[src/rtl/seq_taillight_ctrl.sv]
// seq_taillight_ctrl
//   Sequential tail-light controller with N_LAMPS lamps per side. A turn on
//   one side runs a growing pattern from the inside out. With the brake held,
//   that side runs the inverted (shrinking) pattern instead. The other side,
//   and both sides when idle or when both turns are requested, show the steady
//   brake state. Every output is registered, so no input reaches an output
//   without passing through a flop.
//
//   Optional feature: define TAIL_HAZARD_EN to enable the hazard flasher.
//   Without it, the hazard input is accepted but ignored, and no hazard
//   counter is built.
//
// Parameters
//   N_LAMPS      lamps per side (>= 1)
//   STEP_CYCLES  clock cycles each sequence step is held (>= 1)
//
// Ports
//   clk          system clock, rising edge
//   rst_n        asynchronous active-low reset
//   turn_left    left turn request (level)
//   turn_right   right turn request (level)
//   brake        brake pedal (level)
//   hazard       hazard switch (level)
//   left_lamps   left lamp enables, bit 0 innermost
//   right_lamps  right lamp enables, bit 0 innermost

module seq_taillight_ctrl #(
    parameter int unsigned N_LAMPS     = 3,
    parameter int unsigned STEP_CYCLES = 5
) (
    input  logic               clk,
    input  logic               rst_n,
    input  logic               turn_left,
    input  logic               turn_right,
    input  logic               brake,
    input  logic               hazard,
    output logic [N_LAMPS-1:0] left_lamps,
    output logic [N_LAMPS-1:0] right_lamps
);

    localparam int unsigned CW = (STEP_CYCLES > 1) ? $clog2(STEP_CYCLES) : 1;
    localparam int unsigned SW = ($clog2(N_LAMPS + 1) > 0) ? $clog2(N_LAMPS + 1) : 1;

    localparam logic [CW-1:0] CNT_MAX = CW'(STEP_CYCLES - 1);
    localparam logic [SW-1:0] S_MAX   = SW'(N_LAMPS);

    typedef enum logic [2:0] {
        ModeIdle,
        ModeConflict,
        ModeLeft,
        ModeRight,
        ModeHazard
    } mode_e;

    mode_e mode;

    logic [CW-1:0] cnt_l_q, cnt_l_d, cnt_l_run;
    logic [SW-1:0] s_l_q, s_l_d, s_l_run;
    logic [CW-1:0] cnt_r_q, cnt_r_d, cnt_r_run;
    logic [SW-1:0] s_r_q, s_r_d, s_r_run;
    logic [N_LAMPS-1:0] left_d, right_d, fill;

`ifdef TAIL_HAZARD_EN
    logic [CW-1:0] hz_cnt_q, hz_cnt_d;
    // 0 = ON phase, so the cleared state is the ON phase on hazard entry
    logic          hz_phase_q, hz_phase_d;
`else
    logic unused_hazard;
    assign unused_hazard = hazard;
`endif

    // Growing thermometer without brake; all-ones shifted left by s with brake.
    // Step N_LAMPS is the dark step in both mappings.
    function automatic logic [N_LAMPS-1:0] seq_pattern(input logic [SW-1:0] s,
                                                      input logic          brk);
        logic [N_LAMPS-1:0] p;
        p = '0;
        for (int i = 0; i < int'(N_LAMPS); i++) begin
            if (brk) p[i] = (i >= int'(s));
            else     p[i] = (i <= int'(s)) && (int'(s) < int'(N_LAMPS));
        end
        return p;
    endfunction

    // Mode priority: hazard > conflict > single turn > idle
    always_comb begin
        mode = ModeIdle;
        if (turn_left && turn_right) mode = ModeConflict;
        else if (turn_left)          mode = ModeLeft;
        else if (turn_right)         mode = ModeRight;
`ifdef TAIL_HAZARD_EN
        if (hazard) mode = ModeHazard;
`endif
    end

    // Free-running advance values, used only when a side is active
    always_comb begin
        cnt_l_run = cnt_l_q + CW'(1);
        s_l_run   = s_l_q;
        if (cnt_l_q == CNT_MAX) begin
            cnt_l_run = '0;
            s_l_run   = (s_l_q == S_MAX) ? '0 : s_l_q + SW'(1);
        end
        cnt_r_run = cnt_r_q + CW'(1);
        s_r_run   = s_r_q;
        if (cnt_r_q == CNT_MAX) begin
            cnt_r_run = '0;
            s_r_run   = (s_r_q == S_MAX) ? '0 : s_r_q + SW'(1);
        end
    end

    always_comb begin
        cnt_l_d = '0;
        s_l_d   = '0;
        cnt_r_d = '0;
        s_r_d   = '0;
`ifdef TAIL_HAZARD_EN
        hz_cnt_d   = '0;
        hz_phase_d = 1'b0;
`endif
        fill    = {N_LAMPS{brake}};
        left_d  = fill;
        right_d = fill;
        unique case (mode)
            ModeHazard: begin
`ifdef TAIL_HAZARD_EN
                left_d  = {N_LAMPS{brake || !hz_phase_q}};
                right_d = {N_LAMPS{brake || !hz_phase_q}};
                if (hz_cnt_q == CNT_MAX) begin
                    hz_cnt_d   = '0;
                    hz_phase_d = ~hz_phase_q;
                end else begin
                    hz_cnt_d   = hz_cnt_q + CW'(1);
                    hz_phase_d = hz_phase_q;
                end
`endif
            end
            ModeLeft: begin
                left_d  = seq_pattern(s_l_q, brake);
                cnt_l_d = cnt_l_run;
                s_l_d   = s_l_run;
            end
            ModeRight: begin
                right_d = seq_pattern(s_r_q, brake);
                cnt_r_d = cnt_r_run;
                s_r_d   = s_r_run;
            end
            ModeConflict, ModeIdle: ;
            default: ;
        endcase
    end

    always_ff @(posedge clk or negedge rst_n) begin
        if (!rst_n) begin
            cnt_l_q     <= '0;
            s_l_q       <= '0;
            cnt_r_q     <= '0;
            s_r_q       <= '0;
            left_lamps  <= '0;
            right_lamps <= '0;
`ifdef TAIL_HAZARD_EN
            hz_cnt_q    <= '0;
            hz_phase_q  <= 1'b0;
`endif
        end else begin
            cnt_l_q     <= cnt_l_d;
            s_l_q       <= s_l_d;
            cnt_r_q     <= cnt_r_d;
            s_r_q       <= s_r_d;
            left_lamps  <= left_d;
            right_lamps <= right_d;
`ifdef TAIL_HAZARD_EN
            hz_cnt_q    <= hz_cnt_d;
            hz_phase_q  <= hz_phase_d;
`endif
        end
    end

endmodule

[config.mk]
export PLATFORM = sky130hd
export DESIGN_NAME = seq_taillight_ctrl
export DESIGN_NICKNAME = d
export VERILOG_FILES = /design/src/rtl/seq_taillight_ctrl.sv
export SDC_FILE = /design/constraint.sdc
export NUM_CORES = 1
export LEC_CHECK = 0
export BUFFER_PORTS_ARGS = -buffer_cell sky130_fd_sc_hd__clkbuf_2
export CAP_MARGIN = 10
export CORE_MARGIN = 4
export CORE_UTILIZATION = 54
export DETAILED_ROUTE_END_ITERATION = 6
export PLACE_DENSITY_LB_ADDON = 0.2
export SLEW_MARGIN = 20
export SYNTH_ARGS = -nofsm -noshare
export SYNTH_HDL_FRONTEND = slang
export SYNTH_SLANG_ARGS = --single-unit
[constraint.sdc]
create_clock -name clk -period 1.5 [get_ports clk]
set_input_delay 0.15 -clock clk [delete_from_list [all_inputs] [get_ports clk]]
set_output_delay 0.15 -clock clk [all_outputs]
set_load 0.01 [all_outputs]
==> metrics.txt <==
# diodes=0; final max-slew violation count=0; Required @ worst endpoint=1720 ps; most numerous cell in the Yosys netlist=dfrtp_1; Routed WL per cell=roughly 14 um; overall routed net length=about 1500 um; Fillers=~120; FMAX=between 700 and 800 MHz; Final #Nets=between 100 and 150; post-synth top area share=about 46%; Sw Ratio=between 20% and 30%; critical path endpoint category=register; area leader, netlist=dfrtp_1; endpoints failing setup=0; total gr overflow=0; run status=finished clean; Post-CTS Setup Inserts=0; Clk pwr share=between 30 and 40%; synth cell count leaders=dfrtp_1 (16), inv_1 (11), ha_1 (10), nand2b_1 (6), a21oi_1 (5); Register Area=about 400 um^2; async set-reset flop share out of synthesis=100.0%; PD cells=between 800 and 900 nW/um^2; Psw=197.8 uW; CP Max Fanout=7; Area contributors post-synth=dfrtp_1 (46%), ha_1 (15%), inv_1 (4.8%), a21bo_2 (4.6%), nand2b_1 (4.4%); Netlist cell types=18; reported max-cap violation count=0; Post-DRT Antenna Nets=0; Comb power frac=about a tenth; ys flop type=dfrtp_1; row count=14; Clk Latency, worst-skew pair=290 ps; GPL Wtd Cong=between 0.7 and 0.8; Flop pwr share=55.0%; CP arrival=1520 ps; Mapped Cells=77; buffers added on ports=10; initial antenna violation count=0; post-synthesis net count=93; Vias per Instance=5.593; Remaining DRCs=0; die height=about 48 um; Worst Skew=around 1.8 ps; Initial Utilization=a little under three fifths; area of the multi-input gates=around 420 um^2; PostCTS Resize Cnt=0; vias in the first global route=approximately 540; EDFF count, synth=0; Period Utilization, post-route=between 80% and 90%; Area after DPL=~930 um^2; syn avg cell area=11.20 um^2; DP Cell Count=103; Lkg Pwr=0.4580 nW; Post-DP HPWL=1058 um; first-pass GRT wire length=between 2000 and 2500 um; clock slew at reported path FFs=~100 ps; Slew @ Worst Pin=roughly 400 ps; gr usage total=between 10% and 20%; P_int=622.4 uW; Final Hold Vio Count=0; Fin Setup TNS=0 ps; CTS tree=done; Tmin final=roughly 1300 ps; largest net degree at the start of global routing=17; clk root buf=clkbuf_4; IO Pins=12; Setup WS pre-CTS=~240 ps; clock sinks=16; Slew HR=between 70% and 80%; die area=approximately 2300 um^2; clk buf depth=2; CTS Buf Count=3; critical path class=register to register; fin cells=roughly 110; Die W=47.96 um; H-tree depth=1; synth warn=0; register area share after synthesis=between 40 and 50%; Peak VDD IR=about 600 uV; design area=approximately 980 um^2; Pre-antenna DRT Iters=4; RSZ-0062 raised after global routing=false; overall power=a little over 800 uW; synthesis-to-layout area growth=13.50%; layout cells sized above 1=roughly 23%; post-synthesis register bit count=16; Cell Area, Synth=about 860 um^2; final setup margin=approximately 200 ps; CP Launch Type=register; DRT iter0 DRCs=16; via count=approximately 600; area of the core=between 1500 and 2000 um^2; Hold Path Class=input port to register
## final cells by class
cell class                      instances  share of cell area [%]
Clock buffer                            4                   3.708
Timing Repair Buffer                   11                   6.138
Sequential cell                        16                   40.92
Tap cell                               16                   2.046
Multi-Input combinational cell         50                   42.97
Inverter                               11                   4.220
## cells by family (layout without fill, tap and decap cells)
kind of cell / count (synthesis) / count (layout) / synth area share [%]
flip-flops: 16 / 16 / 46.44
adder cells (fa/ha/maj): 10 / 10 / 14.51
buffers and inverters: 11 / 26 / 4.790
multiplexers: 2 / 2 / 2.322
AND/OR/NAND/NOR: 21 / 21 / 17.27
AO/OA/AOI/OAI: 17 / 17 / 14.66
## final timing paths
check / end / start / slack [ps] / depth (start not counted)
worst max-delay path: cnt_l_q[2] / cnt_l_q[0] / 200 / 4
worst min-delay path: right_lamps[1] / turn_right / 190 / 3
worst max register to register: cnt_l_q[2] / cnt_l_q[0] / 200 / 4
worst min register to register: cnt_r_q[0] / cnt_r_q[0] / 470 / 1
max in group asynchronous: cnt_r_q[1] / rst_n / 920 / 2
min in group asynchronous: right_lamps[0] / rst_n / 300 / 2
## per-stage QoR
stage	hold WS [ps]	utilization [%]
floorplan	-145.6	-
global placement	92.82	61.88
detailed placement	93.15	61.88
CTS	182.1	64.95
global route	189.6	64.95
finish	186.6	64.95
## state kept, by name, summed over array words and instances (netlist names)
register / count
cnt_r_q: 3
cnt_l_q: 3
left_lamps: 3
s_l_q: 2
s_r_q: 2
right_lamps: 3
## critical path: stages, from the launching register on
cell	delay, ps
dfrtp_1	390
inv_1	60
ha_1	280
or3b_1	390
a21oi_2	120
## layer usage
metal  up-vias  global-route usage [%]  part of all wire (%)
li1        296                       -                     -
met1       289                   18.33                    47
met2        14                   25.33                    46
met3         5                   3.383                   4.7
met4         0                   9.677                   2.5
met5         -                       0                     0
## power by group through the flow
stage | combinational (mW) | sequential (mW) | clock [mW]
2_1_floorplan | 0.0350 | 0.464 | 0
6_report | 0.0775 | 0.451 | 0.292
5_1_grt | 0.0871 | 0.453 | 0.328
4_1_cts | 0.0787 | 0.451 | 0.300
3_3_place_gp | 0.0740 | 0.459 | 0
3_5_place_dp | 0.0761 | 0.460 | 0
## what timing repair did
item,in CTS,in global routing
endpoints found under the setup margin,0,0
hold endpoints to repair,16,0
hold buffers,1,0
## layout by cell type (no fill, tap or decap)
master,instances
clkbuf_8,1
a2bb2oi_1,2
inv_1,11
mux2i_1,2
or2_2,2
nand4bb_1,2
dlygate4sd3_1,1
nor3b_1,2
nand3b_1,4
nor2_1,1
nand2b_1,6
clkbuf_2,10
dfrtp_1,16
a211oi_1,3
clkbuf_4,3
nand3_1,2
or3b_1,2
ha_1,10
a21oi_1,5
o22ai_1,2
a21bo_2,4
a21oi_2,1
Note: power is estimated with default switching activity, not from simulation.
